File: src/rtl/vga_fill_pkg.sv
`default_nettype none
// +----------------------------------------------------------------------------+
// | Module      : vga_fill_pkg                                                 |
// | Description : Shared defaults (framebuffer geometry, widths) and the fill  |
// |               engine state encoding for vga_rect_fill.                     |
// | Revision    : 1.0 - initial release                                        |
// +----------------------------------------------------------------------------+
package vga_fill_pkg;

  // DESim framebuffer geometry and field widths
  localparam int DEF_XRES = 160;
  localparam int DEF_YRES = 120;
  localparam int DEF_XW   = 8;
  localparam int DEF_YW   = 7;
  localparam int DEF_CW   = 3;

`ifdef VGA_RECT_FILL_CLEAR_ON_RESET_EN
  typedef enum logic [1:0] {
    IDLE  = 2'd0,
    DRAW  = 2'd1,
    DONE  = 2'd2,
    CLEAR = 2'd3
  } state_t;
`else
  typedef enum logic [1:0] {
    IDLE  = 2'd0,
    DRAW  = 2'd1,
    DONE  = 2'd2
  } state_t;
`endif

endpackage
`default_nettype wire

File: src/rtl/rect_scan_counter.sv
`default_nettype none
// +----------------------------------------------------------------------------+
// | Module      : rect_scan_counter                                            |
// | Description : Raster (x inner) cx/cy counter over a width x height area    |
// |               with synchronous load-to-zero, advance enable and a flag     |
// |               marking the final position. The next position is exported   |
// |               so the owner can register pixel outputs without extra lag.   |
// | Revision    : 1.0 - initial release                                        |
// +----------------------------------------------------------------------------+
module rect_scan_counter
  import vga_fill_pkg::*;
#(
  parameter int XW = DEF_XW,
  parameter int YW = DEF_YW
) (
  input  logic          clk,
  input  logic          resetn,
  input  logic          load,
  input  logic          en,
  input  logic [XW-1:0] width,
  input  logic [YW-1:0] height,
  output logic [XW-1:0] cx_nxt,
  output logic [YW-1:0] cy_nxt,
  output logic          last
);

  logic [XW-1:0] cx;
  logic [YW-1:0] cy;
  logic          row_end;

  assign row_end = (cx == width - XW'(1));
  assign last    = row_end && (cy == height - YW'(1));

  // Next raster position: load restarts at the origin, enable steps x then y
  always_comb begin
    cx_nxt = cx;
    cy_nxt = cy;
    if (load) begin
      cx_nxt = '0;
      cy_nxt = '0;
    end else if (en) begin
      if (row_end) begin
        cx_nxt = '0;
        cy_nxt = cy + YW'(1);
      end else begin
        cx_nxt = cx + XW'(1);
      end
    end
  end

  // Position register
  always_ff @(posedge clk) begin
    if (!resetn) begin
      cx <= '0;
      cy <= '0;
    end else begin
      cx <= cx_nxt;
      cy <= cy_nxt;
    end
  end

endmodule
`default_nettype wire

File: src/rtl/vga_rect_fill.sv
`default_nettype none
// +----------------------------------------------------------------------------+
// | Module      : vga_rect_fill                                                |
// | Description : Rectangle fill pixel-stream generator for the 160x120 3-bit  |
// |               DESim VGA port. One pixel per clock, start/busy/done         |
// |               handshake, off-screen pixels clipped (plot=0).               |
// |               Optional: VGA_RECT_FILL_CLEAR_ON_RESET_EN adds a full-screen |
// |               colour-0 clear pass after every reset.                       |
// | Revision    : 1.0 - initial release                                        |
// +----------------------------------------------------------------------------+
module vga_rect_fill
  import vga_fill_pkg::*;
#(
  parameter int XRES = DEF_XRES,
  parameter int YRES = DEF_YRES,
  parameter int XW   = DEF_XW,
  parameter int YW   = DEF_YW,
  parameter int CW   = DEF_CW
) (
  input  logic          CLOCK_50,
  input  logic          resetn,
  input  logic          start,
  input  logic [XW-1:0] x0,
  input  logic [YW-1:0] y0,
  input  logic [XW-1:0] width,
  input  logic [YW-1:0] height,
  input  logic [CW-1:0] color,
  output logic [XW-1:0] VGA_X,
  output logic [YW-1:0] VGA_Y,
  output logic [CW-1:0] VGA_COLOR,
  output logic          plot,
  output logic          busy,
  output logic          done
);

  localparam logic [XW:0] X_LIMIT = (XW+1)'(XRES);
  localparam logic [YW:0] Y_LIMIT = (YW+1)'(YRES);

  state_t        state, state_nxt;

  // Latched fill request; the *_nxt values feed both the latch and the pixel adders
  logic [XW-1:0] x0_q, x0_nxt;
  logic [YW-1:0] y0_q, y0_nxt;
  logic [XW-1:0] w_q,  w_nxt;
  logic [YW-1:0] h_q,  h_nxt;
  logic [CW-1:0] col_q, col_nxt;

  logic          cnt_load, cnt_en, cnt_last;
  logic [XW-1:0] cx_nxt;
  logic [YW-1:0] cy_nxt;

  logic          emit;
  logic [XW:0]   sum_x;
  logic [YW:0]   sum_y;
  logic          on_screen;

  logic [XW-1:0] vga_x_nxt;
  logic [YW-1:0] vga_y_nxt;
  logic [CW-1:0] vga_c_nxt;
  logic          busy_nxt;

`ifdef VGA_RECT_FILL_CLEAR_ON_RESET_EN
  logic          clr_pend, clr_pend_nxt;
`endif

  rect_scan_counter #(
    .XW (XW),
    .YW (YW)
  ) u_scan (
    .clk    (CLOCK_50),
    .resetn (resetn),
    .load   (cnt_load),
    .en     (cnt_en),
    .width  (w_nxt),
    .height (h_nxt),
    .cx_nxt (cx_nxt),
    .cy_nxt (cy_nxt),
    .last   (cnt_last)
  );

  // Next-state, request latch and counter control
  always_comb begin
    state_nxt = state;
    x0_nxt    = x0_q;
    y0_nxt    = y0_q;
    w_nxt     = w_q;
    h_nxt     = h_q;
    col_nxt   = col_q;
    cnt_load  = 1'b0;
    cnt_en    = 1'b0;
    emit      = 1'b0;
`ifdef VGA_RECT_FILL_CLEAR_ON_RESET_EN
    clr_pend_nxt = clr_pend;
`endif
    case (state)
      // DONE accepts a new request exactly like IDLE for back-to-back fills
      IDLE, DONE: begin
        state_nxt = IDLE;
`ifdef VGA_RECT_FILL_CLEAR_ON_RESET_EN
        if (clr_pend) begin
          clr_pend_nxt = 1'b0;
          x0_nxt       = '0;
          y0_nxt       = '0;
          w_nxt        = XW'(XRES);
          h_nxt        = YW'(YRES);
          col_nxt      = '0;
          cnt_load     = 1'b1;
          emit         = 1'b1;
          state_nxt    = CLEAR;
        end else
`endif
        if (start) begin
          x0_nxt  = x0;
          y0_nxt  = y0;
          w_nxt   = width;
          h_nxt   = height;
          col_nxt = color;
          if ((width == '0) || (height == '0)) begin
            state_nxt = DONE;
          end else begin
            cnt_load  = 1'b1;
            emit      = 1'b1;
            state_nxt = DRAW;
          end
        end
      end
      DRAW: begin
        if (cnt_last) begin
          state_nxt = DONE;
        end else begin
          cnt_en = 1'b1;
          emit   = 1'b1;
        end
      end
`ifdef VGA_RECT_FILL_CLEAR_ON_RESET_EN
      // Clear pass ends silently: no done pulse
      CLEAR: begin
        if (cnt_last) begin
          state_nxt = IDLE;
        end else begin
          cnt_en = 1'b1;
          emit   = 1'b1;
        end
      end
`endif
      default: state_nxt = IDLE;
    endcase
  end

  // Pixel for the upcoming cycle; sums are one bit wider so they never wrap
  always_comb begin
    sum_x     = {1'b0, x0_nxt} + {1'b0, cx_nxt};
    sum_y     = {1'b0, y0_nxt} + {1'b0, cy_nxt};
    on_screen = emit && (sum_x < X_LIMIT) && (sum_y < Y_LIMIT);
    vga_x_nxt = on_screen ? sum_x[XW-1:0] : VGA_X;
    vga_y_nxt = on_screen ? sum_y[YW-1:0] : VGA_Y;
    vga_c_nxt = on_screen ? col_nxt : VGA_COLOR;
`ifdef VGA_RECT_FILL_CLEAR_ON_RESET_EN
    busy_nxt  = (state_nxt == DRAW) || (state_nxt == CLEAR);
`else
    busy_nxt  = (state_nxt == DRAW);
`endif
  end

  // State, request latch and registered outputs
  always_ff @(posedge CLOCK_50) begin
    if (!resetn) begin
      state     <= IDLE;
      x0_q      <= '0;
      y0_q      <= '0;
      w_q       <= '0;
      h_q       <= '0;
      col_q     <= '0;
      VGA_X     <= '0;
      VGA_Y     <= '0;
      VGA_COLOR <= '0;
      plot      <= 1'b0;
      busy      <= 1'b0;
      done      <= 1'b0;
`ifdef VGA_RECT_FILL_CLEAR_ON_RESET_EN
      clr_pend  <= 1'b1;
`endif
    end else begin
      state     <= state_nxt;
      x0_q      <= x0_nxt;
      y0_q      <= y0_nxt;
      w_q       <= w_nxt;
      h_q       <= h_nxt;
      col_q     <= col_nxt;
      VGA_X     <= vga_x_nxt;
      VGA_Y     <= vga_y_nxt;
      VGA_COLOR <= vga_c_nxt;
      plot      <= on_screen;
      busy      <= busy_nxt;
      done      <= (state_nxt == DONE);
`ifdef VGA_RECT_FILL_CLEAR_ON_RESET_EN
      clr_pend  <= clr_pend_nxt;
`endif
    end
  end

endmodule
`default_nettype wire

File: config.mk
export PLATFORM = sky130hd
export DESIGN_NAME = vga_rect_fill
export DESIGN_NICKNAME = d
export VERILOG_FILES = /design/src/rtl/vga_fill_pkg.sv /design/src/rtl/rect_scan_counter.sv /design/src/rtl/vga_rect_fill.sv
export SDC_FILE = /design/constraint.sdc
export NUM_CORES = 1
export LEC_CHECK = 0
export BUFFER_PORTS_ARGS = -buffer_cell sky130_fd_sc_hd__buf_4
export CORE_MARGIN = 1
export CORE_UTILIZATION = 59
export DETAILED_ROUTE_END_ITERATION = 8
export PLACE_DENSITY = 0.93
export SYNTH_ARGS = -nofsm -noshare
export SYNTH_HDL_FRONTEND = slang
export SYNTH_SLANG_ARGS = --single-unit
File: constraint.sdc
create_clock -name CLOCK_50 -period 7.42 [get_ports CLOCK_50]
set_input_delay 1.113 -clock CLOCK_50 [delete_from_list [all_inputs] [get_ports CLOCK_50]]
set_output_delay 1.113 -clock CLOCK_50 [all_outputs]
set_load 0.005 [all_outputs]
# [Word-level counts from Yosys, hierarchy flattened]
# Index checks and enable logic that the tools add are counted.
[word_totals] regBits=71 out_inout_bits=21
[classes] add_sub_neg=6 eq_ne=6 magnitude_cmp=2 muxes=26 reduce_logical=8
[ops] operator="8-bit 2-to-1 mux" n=7
[ops] operator="7-bit 2-to-1 mux" n=7
[ops] operator="8-bit by 8-bit adder with 9-bit output" n=1
[ops] operator="9-bit by 8-bit < comparator with 1-bit output, second input constant" n=1
[ops] operator="7-bit by 7-bit adder with 8-bit output" n=1
[ops] operator="8-bit by 1-bit adder with 8-bit output, second input constant" n=1
[ops] operator="8-bit == test" n=1
[ops] operator="8-bit logical NOT" n=1
[ops] operator="8-bit by 7-bit < comparator with 1-bit output, second input constant" n=1
[ops] operator="8-bit by 1-bit subtractor with 8-bit output, second input constant" n=1
[ops] operator="7-bit by 1-bit adder with 7-bit output, second input constant" n=1
[ops] operator="7-bit == test" n=1
[ops] operator="7-bit logical NOT" n=1
[ops] operator="7-bit by 1-bit subtractor with 7-bit output, second input constant" n=1
[ops] operator="2-bit 2-to-1 mux" n=3
[ops] operator="3-bit 2-to-1 mux" n=2
[ops] operator="1-bit 2-to-1 mux" n=5
[ops] operator="2-bit by 1-bit == test with 1-bit output, second input constant" n=2
[ops] operator="2-bit == test, second input constant" n=2
[ops] operator="2-bit one-hot mux with 2 select lines" n=1
[ops] operator="1-bit logical AND" n=3
[ops] operator="2-bit logical NOT" n=1
[ops] operator="1-bit one-hot mux with 2 select lines" n=1
[ops] operator="2-bit OR reduction" n=1
[ops] operator="1-bit logical OR" n=1

# [Logic depth before layout (Yosys ltp)]
[logic_depth] depth_word=14 ltp_mapped=27 depth_no_buf=22

# [Modules after synthesis]
# From an unflattened synthesis, not the netlist that was laid out.
[unflattened] cells_unflattened=427 hier_area_um2=4027.6
[modules_own_cells] module="vga_rect_fill" cells_each=285 area_per_inst_um2=2885.3 seq_area_each_um2=1121.1 n_inst=1
[modules_own_cells] module="rect_scan_counter" cells_each=142 area_per_inst_um2=1142.3 seq_area_each_um2=300.3 n_inst=1

# [Worst setup path after synthesis]
# OpenSTA, ideal clock, no wires.
[synth_path] path_kind="input-to-reg" startpoint="input start" endpoint="register VGA_COLOR[0]" t_required_ns=7.297 t_arrival_ns=6.282 path_slack_ns=1.014 cell_stages=23 path_cell_list="nor2b_1 buf_2 buf_6 buf_6 clkbuf_1 mux2i_1 ha_1 nand2_1 o41ai_1 xnor2_1 nand4_2 a2111oi_4 and4_1 mux2i_1 ha_1 nor2b_1 a221o_1 a211oi_1 nor4_1 nor4_1 o211ai_1 nor2_4 mux2_1"
[synth_between] elab_cells_between_ends=32
[synth_lines] item="start, declared" line="vga_rect_fill.sv:22" rtl="input logic start,"
[synth_lines] item="8-bit 2-to-1 mux / 7-bit 2-to-1 mux (equally long branches)" line="vga_rect_fill.sv:112" rtl="if (start) begin"
[synth_lines] item="8-bit 2-to-1 mux / 7-bit 2-to-1 mux (equally long branches)" line="vga_rect_fill.sv:95" rtl="case (state)"
[synth_lines] item="8-bit by 1-bit subtractor with 8-bit output / 7-bit by 1-bit subtractor with 7-bit output (equally long branches)" line="rect_scan_counter.sv:31, rect_scan_counter.sv:32"
[synth_lines] item="8-bit == test / 7-bit == test (equally long branches)" line="rect_scan_counter.sv:31, rect_scan_counter.sv:32"
[synth_lines] item="1-bit logical AND" line="rect_scan_counter.sv:32" rtl="assign last = row_end && (cy == height - YW'(1));"
[synth_lines] item="1-bit 2-to-1 mux" line="vga_rect_fill.sv:128" rtl="if (cnt_last) begin"
[synth_lines] item="1-bit 2-to-1 mux" line="vga_rect_fill.sv:95"
[synth_lines] item="7-bit 2-to-1 mux" line="rect_scan_counter.sv:41" rtl="end else if (en) begin"
[synth_lines] item="7-bit 2-to-1 mux (*)" line="rect_scan_counter.sv:38" rtl="if (load) begin"
[synth_lines] item="via cy_nxt[4]" line="vga_rect_fill.sv:50" rtl="logic [YW-1:0] cy_nxt;"
[synth_lines] item="7-bit by 7-bit adder with 8-bit output (*)" line="vga_rect_fill.sv:153" rtl="sum_y = {1'b0, y0_nxt} + {1'b0, cy_nxt};"
[synth_lines] item="8-bit by 7-bit < comparator with 1-bit output (*)" line="vga_rect_fill.sv:154" rtl="on_screen = emit && (sum_x < X_LIMIT) && (sum_y < Y_LIMIT);"
[synth_lines] item="1-bit logical AND (*)" line="vga_rect_fill.sv:154"
[synth_lines] item="end signal, assigned" line="vga_rect_fill.sv:192" rtl="VGA_COLOR <= vga_c_nxt;"
[synth_lines] item="end, declared" line="vga_rect_fill.sv:30" rtl="output logic [CW-1:0] VGA_COLOR,"
# The timed path passes the listed nets; every way through them passes the cells marked *.
# A chain may end at the register's enable or synchronous reset.

# [Worst setup path after layout]
[layout_path] startpoint="input start" endpoint="register VGA_X[3]"
[layout_between] elab_cells_between_ends=30
[layout_lines] item="8-bit 2-to-1 mux / 7-bit 2-to-1 mux (equally long branches)" line="vga_rect_fill.sv:112"
[layout_lines] item="8-bit 2-to-1 mux / 7-bit 2-to-1 mux (equally long branches)" line="vga_rect_fill.sv:95"
[layout_lines] item="8-bit by 1-bit subtractor with 8-bit output / 7-bit by 1-bit subtractor with 7-bit output (equally long branches)" line="rect_scan_counter.sv:31, rect_scan_counter.sv:32"
[layout_lines] item="8-bit == test / 7-bit == test (equally long branches)" line="rect_scan_counter.sv:31, rect_scan_counter.sv:32"
[layout_lines] item="1-bit logical AND" line="rect_scan_counter.sv:32"
[layout_lines] item="1-bit 2-to-1 mux" line="vga_rect_fill.sv:128"
[layout_lines] item="1-bit 2-to-1 mux" line="vga_rect_fill.sv:95"
[layout_lines] item="7-bit 2-to-1 mux" line="rect_scan_counter.sv:41"
[layout_lines] item="7-bit 2-to-1 mux (*)" line="rect_scan_counter.sv:38"
[layout_lines] item="via cy_nxt[5]" line="vga_rect_fill.sv:50"
[layout_lines] item="7-bit by 7-bit adder with 8-bit output (*)" line="vga_rect_fill.sv:153"
[layout_lines] item="8-bit by 7-bit < comparator with 1-bit output (*)" line="vga_rect_fill.sv:154"
[layout_lines] item="1-bit logical AND (*)" line="vga_rect_fill.sv:154"
[layout_lines] item="end signal, assigned" line="vga_rect_fill.sv:190" rtl="VGA_X <= vga_x_nxt;"
[layout_lines] item="end, declared" line="vga_rect_fill.sv:28" rtl="output logic [XW-1:0] VGA_X,"
# Marked as above.

==> impl_metrics.ini <==
[logic_synthesis]
syn_inst = 544
synth_fp_nets = 601
seq_area_frac_synth_pct = 31.2
yosysUniqueCellTypes = 72
synthArstFlopShare_pct = 0
syn_area_um2 = 4550
synthFlopType = dfxtp_1
yosysWarningCount = 0
synth-edff-count = 0
synth.avg_cell_area_um2 = 8.37
ys_ff_latch = 71

[clock_network]
cts_tree = built
cts_resized = 0
clk_path_buf_depth = 2
clk_pin_slew_ns = 0.08
post_cts_buffers = 0
numCtsBuffers = 9
cts_hold_buf = 0
clkLatencyLatePin_ns = 0.36
htreeDepth = 3
root_buffer = clkbuf_8
cts.sinks = 71

[final_layout]
area_growth_pct = 14.8
antenna_cells = 0
fin_nets = 650
layout_commonest_cell = nand2_1
final_cell_mix = 86 x nand2_1, 71 x dfxtp_1, 63 x buf_4
drive_gt1_share_pct = 17.9

[global_route]
grt_pass1_wl_um = 19100
grt_max_degree = 30
grtUsageTotal_pct = 29.1
grt_overflow = 0
grt_pass1_vias = 4080
antenna_found_initial = 0

[floorplanning]
die_h_um = 89.8
initial_utilization_pct = 61.7
core_area_um2 = 7370
rows = 31
die_w_um = 89.8
io_pins = 57
die_area_um2 = 8070

[job]
max_cap_viol_count = 0

[timing]
fin_ws_ns = 0.565
worstMarginPinSlew_ns = 0.771
hold_viol_final = 0
max_slew_margin_pct = 48.6
rsz0062_at_grt = no
max_freq_mhz = 146
layout_min_cycle_time_ns = 6.85
final.period_utilization_pct = 92.4
maxSlewViolCount = 0
setup_violations = 0
skew_ns = 0.0142
tns_ns = 0
hold_slack_ns = 0.465

[setup_path]
cp-start-kind = input port
cp-end-kind = register
crit_chain = buf_4 -> nor2b_4 -> buf_4 -> mux2i_2 -> nand2b_1 -> o311a_1 -> o32ai_2 -> nand3_1 -> nor4_4 -> mux2i_1 -> ha_1 -> nor3b_1 -> a221o_1 -> a211oi_1 -> nor4_1 -> nor4_1 -> o211ai_1 -> nor2_4 -> buf_4 -> mux2i_1
crit_top_cell = buf_4
cp_slowest_stage_delay_ns = 0.61
arrival_ns = 7.14
critPathRequiredTime_ns = 7.71
crit_path_max_fanout = 23
criticalPathCategory = in -> reg
worst_path_dominant_cell_family = simple AND/OR/NAND/NOR gates
crit_slowest_cell = nor2b_4
worst-path-buf-inv = 3

[power]
p_seq_share_pct = 43.5
clockPowerShare_pct = 33.0
powerDensity_nw_per_um2 = 183
pwr-share-comb_pct = 23.4
switching_share_pct = 31.3
vdd_ir_drop_max_mv = 0.110
p_sw_w = 0.000299
p_leak_nw = 2.12
internal_power_w = 0.000656

[route]
ant_nets = 0
dr.first_iter.drc_count = 400
wl_um = 11500
drtPass1Iterations = 5
via_per_inst = 6.06
wl_per_cell_um = 16.5
vias = 4225
post-route-drc-count = 0

[placement]
dp_hpwl_um = 8360
portBuffers = 56
pre_cts_ws_ns = 0.282
gp_congestion = 0.916

[hold_path]
hold_path.class = reg -> reg

[outcome]
status = finished, final reports clean
-- Yosys cell counts, drive strengths merged (12+ instances only) --
library cell / count / share of area [%]
a21oi: 27 / 3.0
clkbuf: 15 / 1.2
dfxtp: 71 / 31
ha: 19 / 5.2
inv: 15 / 1.2
mux2i: 41 / 9.5
nand2: 86 / 7.1
nand3: 14 / 1.5
nor2: 55 / 4.7
nor2b: 12 / 1.6
nor3: 14 / 1.6
o211ai: 12 / 2.0
o21ai: 20 / 2.2
xnor2: 22 / 4.2
-- final timing paths --
| check | startpoint | endpoint | slack [ns] | depth (start not counted) |
|---|---|---|---|---|
| setup / recovery | start | VGA_X[3] | 0.57 | 20 |
| hold / removal | y0_q[5] | y0_q[5] | 0.46 | 2 |
| setup reg to reg | state[0] | VGA_X[3] | 0.94 | 19 |
| hold reg to reg | y0_q[5] | y0_q[5] | 0.46 | 2 |
-- per-layer routing --
metal / vias to the layer above / global-route usage (%) / wire, µm
met4: 0 / 11.9 / 235
met2: 170 / 47.5 / 5370
li1: 2029 / - / -
met5: - / 0 / 0
met3: 29 / 4.91 / 658
met1: 1997 / 38.1 / 5210
-- power by group through the flow --
stage               registers, W  clock network [W]  logic, W
floorplan               0.000422                  0  0.000155
global placement        0.000423                  0  0.000212
detailed placement      0.000424                  0  0.000219
CTS                     0.000415           0.000318  0.000222
global route            0.000418           0.000335  0.000244
finish                  0.000416           0.000315  0.000224
-- stage by stage --
step | util, % | area [µm²] | power [W] | std cells
finish | 70.9 | 5230 | 0.000954 | 697
global route | 70.9 | 5230 | 0.000997 | 697
CTS | 70.9 | 5230 | 0.000955 | 697
detailed placement | 68.3 | 5030 | 0.000643 | 681
global placement | 68.3 | 5030 | 0.000635 | 681
floorplan | - | 4550 | 0.000577 | 544
-- cells by family (layout without fill, tap and decap cells) --
family / Yosys count / after routing / share of synthesized area (%)
mux: 46 / 46 / 10.8
flops: 71 / 71 / 31.2
buf+inv: 40 / 94 / 3.99
simple gates: 236 / 236 / 26.2
xor+xnor: 27 / 27 / 5.20
compound gates: 103 / 103 / 16.5
fa+ha+maj: 21 / 21 / 6.10
-- cell type report --
cell class / count / area (µm²)
multi-input combinational: 433 / 2960
fill: 568 / 2140
sequential: 71 / 1420
timing repair buffer: 63 / 473
clock buffer: 9 / 124
tap: 99 / 124
clock inverter: 7 / 72.6
inverter: 15 / 56.3
-- sequential cells by signal, summed over array words and instances (netlist names) --
| register | flops |
|---|---|
| u_scan.cx | 8 |
| VGA_X | 8 |
| col_q | 3 |
| done | 1 |
| plot | 1 |
| busy | 1 |
| x0_q | 8 |
| w_q | 8 |
| u_scan.cy | 7 |
| h_q | 7 |
| state | 2 |
| VGA_Y | 7 |
| y0_q | 7 |
| VGA_COLOR | 3 |
-- tightest hold or removal path, stage by stage, from the launching register on --
cell	delay [ns]
dfxtp_1	0.30
nand2_1	0.06
a21oi_1	0.06
Power figures use the tool's default switching activity.
